--- src/rtl/ldl_ram_rd_stream.sv ---
// ldl_ram_rd_stream
// Read-side master for the simple 2-port RAM. A start command streams len
// words from base upward, with the address wrapping modulo DEPTH. The block
// absorbs the RAM's 1-cycle read latency through a 2-entry output buffer, so
// it sustains 1 word/cycle and handles backpressure without losing words.
//
// Optional feature, macro LDL_RAM_RD_LAST_EN: adds the m_last output, which
// marks the final word of a command and is stored per buffer entry.
//
// Stream handshake: a word transfers on every rising clk edge where
// m_valid && m_ready. While m_valid is high and m_ready is low, m_data
// (and m_last) hold steady. m_valid does not depend on m_ready.
module ldl_ram_rd_stream #(
    parameter int DWIDTH = 8,
    parameter int AWIDTH = 4
) (
    input  logic              clk,
    input  logic              rst_n,
    input  logic              start,
    input  logic [AWIDTH-1:0] base,
    input  logic [AWIDTH:0]   len,
    output logic              busy,
    output logic              done,
    output logic              reb,
    output logic [AWIDTH-1:0] addrb,
    input  logic [DWIDTH-1:0] doutb,
    output logic              m_valid,
    input  logic              m_ready,
    output logic [DWIDTH-1:0] m_data
`ifdef LDL_RAM_RD_LAST_EN
    ,
    output logic              m_last
`endif
);

    typedef enum logic {IDLE = 1'b0, RUN = 1'b1} state_t;

    localparam logic [AWIDTH-1:0] ONE_A = AWIDTH'(1);
    localparam logic [AWIDTH:0]   ONE_W = (AWIDTH + 1)'(1);

    state_t            state;
    logic [AWIDTH:0]   rd_rem;    // reads still to issue
    logic [AWIDTH:0]   wr_rem;    // words still to hand to the consumer
    logic              inflight;  // a read issued last cycle; doutb is valid now
    logic [1:0]        buf_cnt;
    logic [DWIDTH-1:0] buf0;      // head entry, drives m_data
    logic [DWIDTH-1:0] buf1;
    logic              pop;
    logic              push;
`ifdef LDL_RAM_RD_LAST_EN
    logic              inflight_last;
    logic              last0;
    logic              last1;
`endif

    assign m_valid = (buf_cnt != 2'd0);
    assign m_data  = buf0;
    assign pop     = m_valid & m_ready;
    assign push    = inflight;
`ifdef LDL_RAM_RD_LAST_EN
    assign m_last  = last0;
`endif

    // Issue a read only if the word it returns is guaranteed a buffer slot.
    // The pop is added to the right-hand side so the arithmetic cannot go negative.
    always_comb begin
        reb = 1'b0;
        if ((state == RUN) && (rd_rem != '0) &&
            (({1'b0, buf_cnt} + {2'b00, inflight}) < (3'd2 + {2'b00, pop})))
            reb = 1'b1;
    end

    // Command FSM: command acceptance, read address/count, completion and done pulse.
    always_ff @(posedge clk or negedge rst_n) begin
        if (!rst_n) begin
            state         <= IDLE;
            busy          <= 1'b0;
            done          <= 1'b0;
            addrb         <= '0;
            rd_rem        <= '0;
            wr_rem        <= '0;
            inflight      <= 1'b0;
`ifdef LDL_RAM_RD_LAST_EN
            inflight_last <= 1'b0;
`endif
        end else begin
            done     <= 1'b0;
            inflight <= reb;
`ifdef LDL_RAM_RD_LAST_EN
            inflight_last <= reb && (rd_rem == ONE_W);
`endif
            if (reb) begin
                addrb  <= addrb + ONE_A;
                rd_rem <= rd_rem - ONE_W;
            end
            case (state)
                IDLE: begin
                    if (start) begin
                        if (len == '0) begin
                            done <= 1'b1;
                        end else begin
                            state  <= RUN;
                            busy   <= 1'b1;
                            addrb  <= base;
                            rd_rem <= len;
                            wr_rem <= len;
                        end
                    end
                end
                RUN: begin
                    if (pop) begin
                        wr_rem <= wr_rem - ONE_W;
                        if (wr_rem == ONE_W) begin
                            state <= IDLE;
                            busy  <= 1'b0;
                            done  <= 1'b1;
                        end
                    end
                end
                default: state <= IDLE;
            endcase
        end
    end

    // Two-entry output buffer kept as a shift pair: buf0 is always the head.
    always_ff @(posedge clk or negedge rst_n) begin
        if (!rst_n) begin
            buf_cnt <= 2'd0;
            buf0    <= '0;
            buf1    <= '0;
`ifdef LDL_RAM_RD_LAST_EN
            last0   <= 1'b0;
            last1   <= 1'b0;
`endif
        end else begin
            case ({push, pop})
                2'b10: begin
                    buf_cnt <= buf_cnt + 2'd1;
                    if (buf_cnt == 2'd0) begin
                        buf0 <= doutb;
`ifdef LDL_RAM_RD_LAST_EN
                        last0 <= inflight_last;
`endif
                    end else begin
                        buf1 <= doutb;
`ifdef LDL_RAM_RD_LAST_EN
                        last1 <= inflight_last;
`endif
                    end
                end
                2'b01: begin
                    buf_cnt <= buf_cnt - 2'd1;
                    buf0    <= buf1;
`ifdef LDL_RAM_RD_LAST_EN
                    last0   <= last1;
`endif
                end
                2'b11: begin
                    // Count unchanged; the new word goes behind whatever remains.
                    if (buf_cnt == 2'd1) begin
                        buf0 <= doutb;
`ifdef LDL_RAM_RD_LAST_EN
                        last0 <= inflight_last;
`endif
                    end else begin
                        buf0 <= buf1;
                        buf1 <= doutb;
`ifdef LDL_RAM_RD_LAST_EN
                        last0 <= last1;
                        last1 <= inflight_last;
`endif
                    end
                end
                default: ;
            endcase
        end
    end

endmodule

--- config.mk ---
export PLATFORM = sky130hd
export DESIGN_NAME = ldl_ram_rd_stream
export DESIGN_NICKNAME = d
export VERILOG_FILES = /design/src/rtl/ldl_ram_rd_stream.sv
export SDC_FILE = /design/constraint.sdc
export NUM_CORES = 1
export LEC_CHECK = 0
export BUFFER_PORTS_ARGS = -buffer_cell sky130_fd_sc_hd__buf_2
export CAP_MARGIN = 20
export CORE_ASPECT_RATIO = 0.6
export CORE_MARGIN = 1
export CORE_UTILIZATION = 58
export DETAILED_ROUTE_END_ITERATION = 8
export GPL_TIMING_DRIVEN = 1
export PLACE_DENSITY = 0.83
export SLEW_MARGIN = 20
export SYNTH_ARGS = -nofsm -noshare
export SYNTH_HDL_FRONTEND = slang
export SYNTH_SLANG_ARGS = --single-unit
export TNS_END_PERCENT = 20
--- constraint.sdc ---
create_clock -name clk -period 3.8 [get_ports clk]
set_input_delay 0.76 -clock clk [delete_from_list [all_inputs] [get_ports clk]]
set_output_delay 0.76 -clock clk [all_outputs]
set_load 0.005 [all_outputs]
; Yosys cells after proc, flatten, opt, wreduce, memory -nomap -nowiden
; Cells that the tools add are included.
[totals]
word_cells = 80
ff_bits = 36
inputBits = 21
output_inout_bits = 16
[classes]
mux = 35
reduce_logical = 13
n_eq_ne = 12
bitwise = 2
n_lt_le_gt_ge = 1
n_addsub = 7
[op_table]
columns = cell, count
row1 = $mux 5, 7
row2 = $mux 8, 4
row3 = $pmux 8 s3, 1
row4 = $mux 4, 4
row5 = $pmux 8 s2, 1
row6 = $mux 1, 13
row7 = $ne 2x2->1 const B, 5
row8 = $pmux 5 s2, 1
row9 = $sub 5x1->5 const B, 2
row10 = $pmux 1 s2, 3
row11 = $reduce_and 3->1, 2
row12 = $reduce_bool 2->1, 3
row13 = $eq 5x1->1 const B, 1
row14 = $logic_not 5->1, 1
row15 = $reduce_bool 5->1, 1
row16 = $add 4x1->4 const B, 1
row17 = $eq 2x1->1 const B, 2
row18 = $eq 2x2->1 const B, 2
row19 = $ne 2x1->1 const B, 2
row20 = $pmux 2 s2, 1
row21 = $reduce_and 4->1, 1
row22 = $add 2x1->3, 1
row23 = $add 2x1->3 const A, 1
row24 = $lt 3x3->1, 1
row25 = 8 further kinds, 9

; Depth between registers and ports, before layout
; Gate-level depths: netlist of the first run.
[depth]
ltp_word = 10
ltp_mapped = 9
ltp_nobuf = 9

; Least setup slack after synthesis of the first run
; Ideal clock, no wire load.
[synth_timing]
path_type = register to output
from = reg inflight
to = out reb
arrival_ns = 1.373
stages_incl_launch_ff = 6
n_path_buf = 0
setup_slack_ns = 1.667
required_ns = 3.040
path_cell_list = dfrtp_1 > ha_1 > ha_1 > inv_1 > o211ai_2 > inv_1
[synth_via]
elab_chain_cells = 4
[synth_rtl]
columns = item, line_no
row1 = "start, declared", 44  ; logic inflight;
row2 = "start signal, assigned", 88  ; inflight <= reb;
row3 = $add 2x1->3, 69  ; (({1'b0, buf_cnt} + {2'b00, inflight}) < (3'd2 + {2'b00, pop})))
row4 = $lt 3x3->1, 69
row5 = $logic_and 1x1->1, 68  ; if ((state == RUN) && (rd_rem != '0) &&
row6 = $mux 1, 68
row7 = "end, declared", 24  ; output logic reb,
; No other way between the ends.

; Final worst setup path of the first run
; Ends and elaborated chain as after synthesis.

==> flow_summary_export.csv, run 1 <==
group,metric,value,unit
status,status,"complete, no violations",
floorplanning,die-area,3535,µm²
drt,drc,0,
synth,synth_commonest_cells,"dfrtp_1 (36), nand2_1 (28), o21ai_0 (18)",
floorplanning,num_io_pins,37,
layout,drive_gt1_share,25.78,%
synth,ys_types,43,
layout,postLayoutCoreUtil,74.08,%
min_path,min_to,"m_data[0]$_DFFE_PN0P_",
floorplanning,dieHeight,46.46,µm
pwr,peakVddDrop,0.4589,mV
synth,synth_area_leaders,"dfrtp_1 (47%), ha_1 (7.2%), nand2_1 (5.5%)",
job,cap_violations,0,
clock_network,cts.htree.levels,2,
clock_network,cts_hold_buf,0,
floorplanning,core,3003,µm²
critical_path,r2r_end,"m_data[1]$_DFFE_PN0P_",
placed_design,numPortBuffers,36,
drt,ant_nets,0,
global_routing,grt_max_degree,37,
synth,yosysSeqAreaShare,47.15,%
placed_design,dpl.hpwl,3182,µm
timing,finalHoldViolCount,0,
drt,post_drt_wl_per_cell,16.75,µm
timing,max_slew_margin,31.34,%
global_routing,grt_pass1_wl,7224,µm
synth,synth_top_area_share,47.15,%
timing,fin_tns_setup,0,ns
timing,period_minus_slack,2.864,ns
synth,synthMostInstantiatedCell,"dfrtp_1",
drt,vias_per_cell,5.899,
global_routing,overflow,0,
global_routing,grt_pass1_vias,1485,
clock_network,cts_resized,0,
clock_network,cts_buffers,5,
synth,synth_ff_type,"dfrtp_1",
clock_network,cts_tree,"done",
min_path,min_path_cells,2,
drt,drt-initial-drc-count,100,
critical_path,r2r_setup_slack,1.15,ns
timing,rsz0062_at_grt,"false",
timing,finalMaxSlewViolations,0,
floorplanning,die_w,76.10,µm
synth,synth_area,1911,µm²
critical_path,critical_path_class,"reg2out",
floorplanning,rows,15,
critical_path,end_kind,"output port",
synth,syn_nets,218,
timing,worstMarginPinSlew,1.030,ns
min_path,hp-start,"m_data[0]$_DFFE_PN0P_",
synth,synth.avg_cell_area,10.27,µm²
timing,setup_viol,0,
timing,fin_skew,0.005754,ns
pwr,power.leakage,0.001056,µW
synth,yosysWarnings,0,
global_routing,track_usage,27.71,%
synth,synth_edf_count,0,
clock_network,root_buffer,"clkbuf_8",
pwr,pwr_density_cell,896.7,nW/µm²
critical_path,rr_worst_depth,9,
drt,routed_wl,4472,µm
layout,nets,256,
critical_path,crit_arrival,2.10,ns
min_path,min_path_type,"reg2reg",
clock_network,clk_pin_slew_worst_paths,0.08,ns
placed_design,gp_congestion,0.8668,
drt,dr.pass1.iters,4,
layout,synthToLayoutAreaGrowth,16.44,%
critical_path,cp.required,3.04,ns
critical_path,r2r-start,"buf_cnt[0]$_DFFE_PN0P_",
synth,yosysTopAreaCell,"dfrtp_1",
critical_path,path_max_fanout,10,
clock_network,clock_sinks,36,
clock_network,cts_setup_buffers,0,
synth,syn_inst,186,
timing,min_period_over_period,75.36,%
synth,ys_ff_latch,36,
clock_network,clock_latency,0.29,ns
clock_network,ctsLongestPathBuffers,2,
layout,diodes,0,
global_routing,antenna_found_initial,0,
timing,fmax,0.3492,GHz
synth,async_reset_ff_share,100.0,%
critical_path,start_kind,"flop",
drt,vias,1575,
floorplanning,initial_utilization,63.62,%
## metal layers
layer / vias to the layer above / wire length, µm / track usage, %
met3: 9 / 281 / 6.337
met2: 55 / 2079 / 45.82
met5: - / 0 / 0
li1: 754 / - / -
met4: 0 / 48 / 9.615
met1: 757 / 2062 / 37.03
## how the worst max path moves through the flow
stage / start / end / slack [ns] / depth (start not counted)
3_3_place_gp: m_ready / reb / 1.31 / 5
3_5_place_dp: m_ready / m_data[1]$_DFFE_PN0P_ / 1.16 / 7
5_1_grt: inflight$_DFF_PN0_ / reb / 0.83 / 6
6_report: inflight$_DFF_PN0_ / reb / 0.94 / 6
4_1_cts: inflight$_DFF_PN0_ / reb / 0.94 / 6
2_1_floorplan: inflight$_DFF_PN0_ / reb / 1.67 / 5
## layout make-up
type                            instances  area [µm²]
Clock buffer                            5       68.82
Clock inverter                          3       42.54
Fill cell                             238       778.2
Inverter                               13       48.80
Multi-Input combinational cell        132       930.9
Sequential cell                        36       900.9
Tap cell                               42       52.55
Timing Repair Buffer                   36       180.2
## cells by family (layout without fill, tap and decap cells)
logic type	after synthesis	count (layout)	synth area share (%)
AO/OA/AOI/OAI	53	53	19.65
XOR/XNOR	5	5	2.292
adder cells (fa/ha/maj)	11	11	7.204
buffers and inverters	18	57	4.125
flip-flops	36	36	47.15
multiplexers	10	10	5.763
AND/OR/NAND/NOR	53	53	13.82
## metrics by stage
step / worst slack [ns] / total power (µW) / instances / instance area, µm² / hold slack (ns)
after floorplan: 1.667 / 1359 / 186 / 1911 / 0.4644
after global placement: 1.312 / 1576 / 259 / 2113 / 0.4554
after CTS: 0.9419 / 1994 / 267 / 2225 / 0.4816
after detailed placement: 1.162 / 1648 / 259 / 2113 / 0.4648
final: 0.9363 / 1995 / 267 / 2225 / 0.4800
after global routing: 0.8312 / 2149 / 267 / 2225 / 0.5122
## registers in the layout (all words and copies together), names as in the netlist
name / cells
addrb: 4
buf1: 8
buf_cnt: 2
busy: 1
done: 1
inflight: 1
m_data: 8
rd_rem: 5
state: 1
wr_rem: 5
## power by group
group	leakage, µW	total, µW	internal [µW]	switching (µW)
logic	0.000578	926	425	502
registers	0.000423	729	573	156
clock network	0.0000541	340	194	146
total	0.00106	1990	1190	803
## cells in the final DEF (no fill, tap or decap), drive strengths merged, types with 3 or more instances in the layout
cell / synthesis / final
ha: 11 / 11
nor2: 6 / 6
clkbuf: 1 / 5
a22oi: 10 / 10
nor2b: 3 / 3
inv: 13 / 13
mux2: 8 / 8
a21oi: 4 / 4
nand2: 28 / 28
xnor2: 5 / 5
buf: 4 / 36
o21ai: 19 / 19
o211ai: 4 / 4
dfrtp: 36 / 36
## worst max-delay path: stages, from the launching register on
cell and delay, ns:
dfrtp_1 0.45, ha_1 0.24, ha_1 0.27, inv_1 0.06, o211ai_2 0.38, inv_1 0.23
buf_2 0.18
Note: power is estimated with default switching activity, not from simulation.
==> inputs of run 2 (changes only) <==
--- a/config.mk
+++ b/config.mk
@@ -9,10 +9,10 @@
 export CAP_MARGIN = 20
 export CORE_ASPECT_RATIO = 0.6
 export CORE_MARGIN = 1
-export CORE_UTILIZATION = 58
+export CORE_UTILIZATION = 49
 export DETAILED_ROUTE_END_ITERATION = 8
 export GPL_TIMING_DRIVEN = 1
-export PLACE_DENSITY = 0.83
+export PLACE_DENSITY = 0.75
 export SLEW_MARGIN = 20
 export SYNTH_ARGS = -nofsm -noshare
 export SYNTH_HDL_FRONTEND = slang
==> constraint.sdc (replaced) <==
create_clock -name clk -period 2.4 [get_ports clk]
set_input_delay 0.48 -clock clk [delete_from_list [all_inputs] [get_ports clk]]
set_output_delay 0.48 -clock clk [all_outputs]
set_load 0.005 [all_outputs]
==> flow_summary_export.csv, run 2 (synthesis gave the netlist of run 1 again) <==
group,metric,value,unit
status,status,"complete, no violations",
timing,finalMaxSlewViolations,0,
timing,period_minus_slack,2.244,ns
critical_path,critical_path_class,"reg2out",
drt,vias_per_cell,5.520,
drt,drt-initial-drc-count,122,
placed_design,placed_cell_area,2172,µm²
placed_design,dpl.hpwl,2932,µm
global_routing,antenna_found_initial,0,
timing,fin_tns_setup,0,ns
placed_design,gp_congestion,0.8093,
critical_path,path_cells,"inv_1, ha_1, or4b_4, o211ai_4, inv_1, buf_2",
timing,hold_ws,0.2715,ns
min_path,min_path_type,"in2async",
global_routing,grt_pass1_wl,6693,µm
drt,post_drt_wl_per_cell,14.43,µm
global_routing,grt_pass1_vias,1336,
clock_network,cts_tree,"done",
layout,multiInputGateArea,949.7,µm²
critical_path,slowest_stage,"or4b_4",
critical_path,cp.required,1.92,ns
timing,setup_viol,0,
critical_path,cpPeakStageDelay,0.50,ns
floorplanning,die_w,82.62,µm
critical_path,start_kind,"flop",
floorplanning,rows,17,
timing,min_period_over_period,93.48,%
layout,drive_gt1_share,27.59,%
layout,ff_latch_area,900.9,µm²
pwr,pwr_density_cell,1388,nW/µm²
floorplanning,initial_utilization,51.62,%
drt,drc,0,
timing,fmax,0.4457,GHz
clock_network,clk_pin_slew_worst_paths,0.07,ns
clock_network,cts_resized,0,
timing,finalHoldViolCount,0,
timing,fin_skew,0.004330,ns
pwr,power.leakage,0.001079,µW
critical_path,crit_arrival,1.76,ns
timing,worstMarginPinSlew,0.7888,ns
clock_network,cts_hold_buf,0,
floorplanning,num_io_pins,37,
critical_path,end_kind,"output port",
placed_design,numPortBuffers,36,
layout,synthToLayoutAreaGrowth,19.38,%
critical_path,crit_top_cell,"inv_1",
drt,dr.pass1.iters,4,
global_routing,overflow,0,
timing,rsz0062_at_grt,"false",
timing,max_slew_margin,47.41,%
clock_network,root_buffer,"clkbuf_8",
critical_path,cp_top_family,"simple AND/OR/NAND/NOR gates",
job,cap_violations,0,
clock_network,clock_sinks,36,
layout,n_fill_cell,337,
critical_path,path_max_fanout,6,
clock_network,cts_buffers,5,
floorplanning,die-area,4161,µm²
global_routing,track_usage,22.53,%
pwr,peakVddDrop,0.7430,mV
global_routing,grt_max_degree,37,
layout,finish.instance_area,2281,µm²
clock_network,cts.htree.levels,2,
clock_network,ctsLongestPathBuffers,2,
clock_network,cts_setup_buffers,0,
drt,ant_nets,0,
layout,nets,263,
drt,vias,1540,
clock_network,clock_latency,0.29,ns
layout,diodes,0,
critical_path,critPathBufInv,3,
drt,routed_wl,4026,µm
floorplanning,core,3701,µm²
floorplanning,dieHeight,50.37,µm
layout,final_cell_mix,"dfrtp_1 (36), buf_2 (36), nand2_1 (28)",
==> run 2: power by group <==
part | leakage (µW) | internal, µW | switching [µW]
Sequential | 0.000423 | 907 | 223
Clock | 0.0000455 | 234 | 204
Combinational | 0.000611 | 783 | 815
Total | 0.00108 | 1920 | 1240
==> run 2: layout make-up <==
class                   count  area share, %
multi-input cells         132          41.63
flip-flops and latches     36          39.50
repair buffers             43          10.20
clock buffers               8          3.950
well taps                  47          2.578
inverters                  13          2.139
==> run 2: final timing paths <==
check	cells past startpoint	from	to	slack, ns
setup / recovery	6	rd_rem[0]$_DFF_PN0_	reb	0.16
hold / removal	1	rst_n	m_data[3]$_DFFE_PN0P_	0.27
setup reg to reg	9	buf_cnt[0]$_DFFE_PN0P_	buf1[1]$_DFFE_PN0P_	0.18
hold reg to reg	2	m_data[2]$_DFFE_PN0P_	m_data[2]$_DFFE_PN0P_	0.47
max in group asynchronous	1	rst_n	wr_rem[3]$_DFFE_PN0P_	1.62
min in group clk	3	base[0]	addrb[0]$_DFF_PN0_	0.40
==> run 2: layer usage <==
layer | track usage (%) | vias up | share of wire, %
met5 | 0 | - | 0
met2 | 28.37 | 39 | 41
met3 | 7.091 | 4 | 5.0
li1 | - | 768 | -
met4 | 7.759 | 0 | 1.2
met1 | 35.31 | 729 | 53
==> run 2: worst register-to-register path, cell delays in order (launching register included) <==
cell     delay (ns)
dfrtp_1        0.42
inv_1          0.06
ha_1           0.26
inv_1          0.09
nand2_1        0.11
inv_2          0.08
ha_2           0.23
o21ai_0        0.16
a21oi_4        0.31
mux2_2         0.38
==> run 2: metrics by stage <==
stage	cells	utilization, %	total power, µW	worst slack (ns)
finish	279	61.63	3166	0.1564
floorplan	186	-	2151	0.2702
global placement	271	58.69	2643	0.2444
detailed placement	271	58.69	2687	0.1061
CTS	279	61.12	3133	0.07989
global route	279	61.63	3465	0.02101
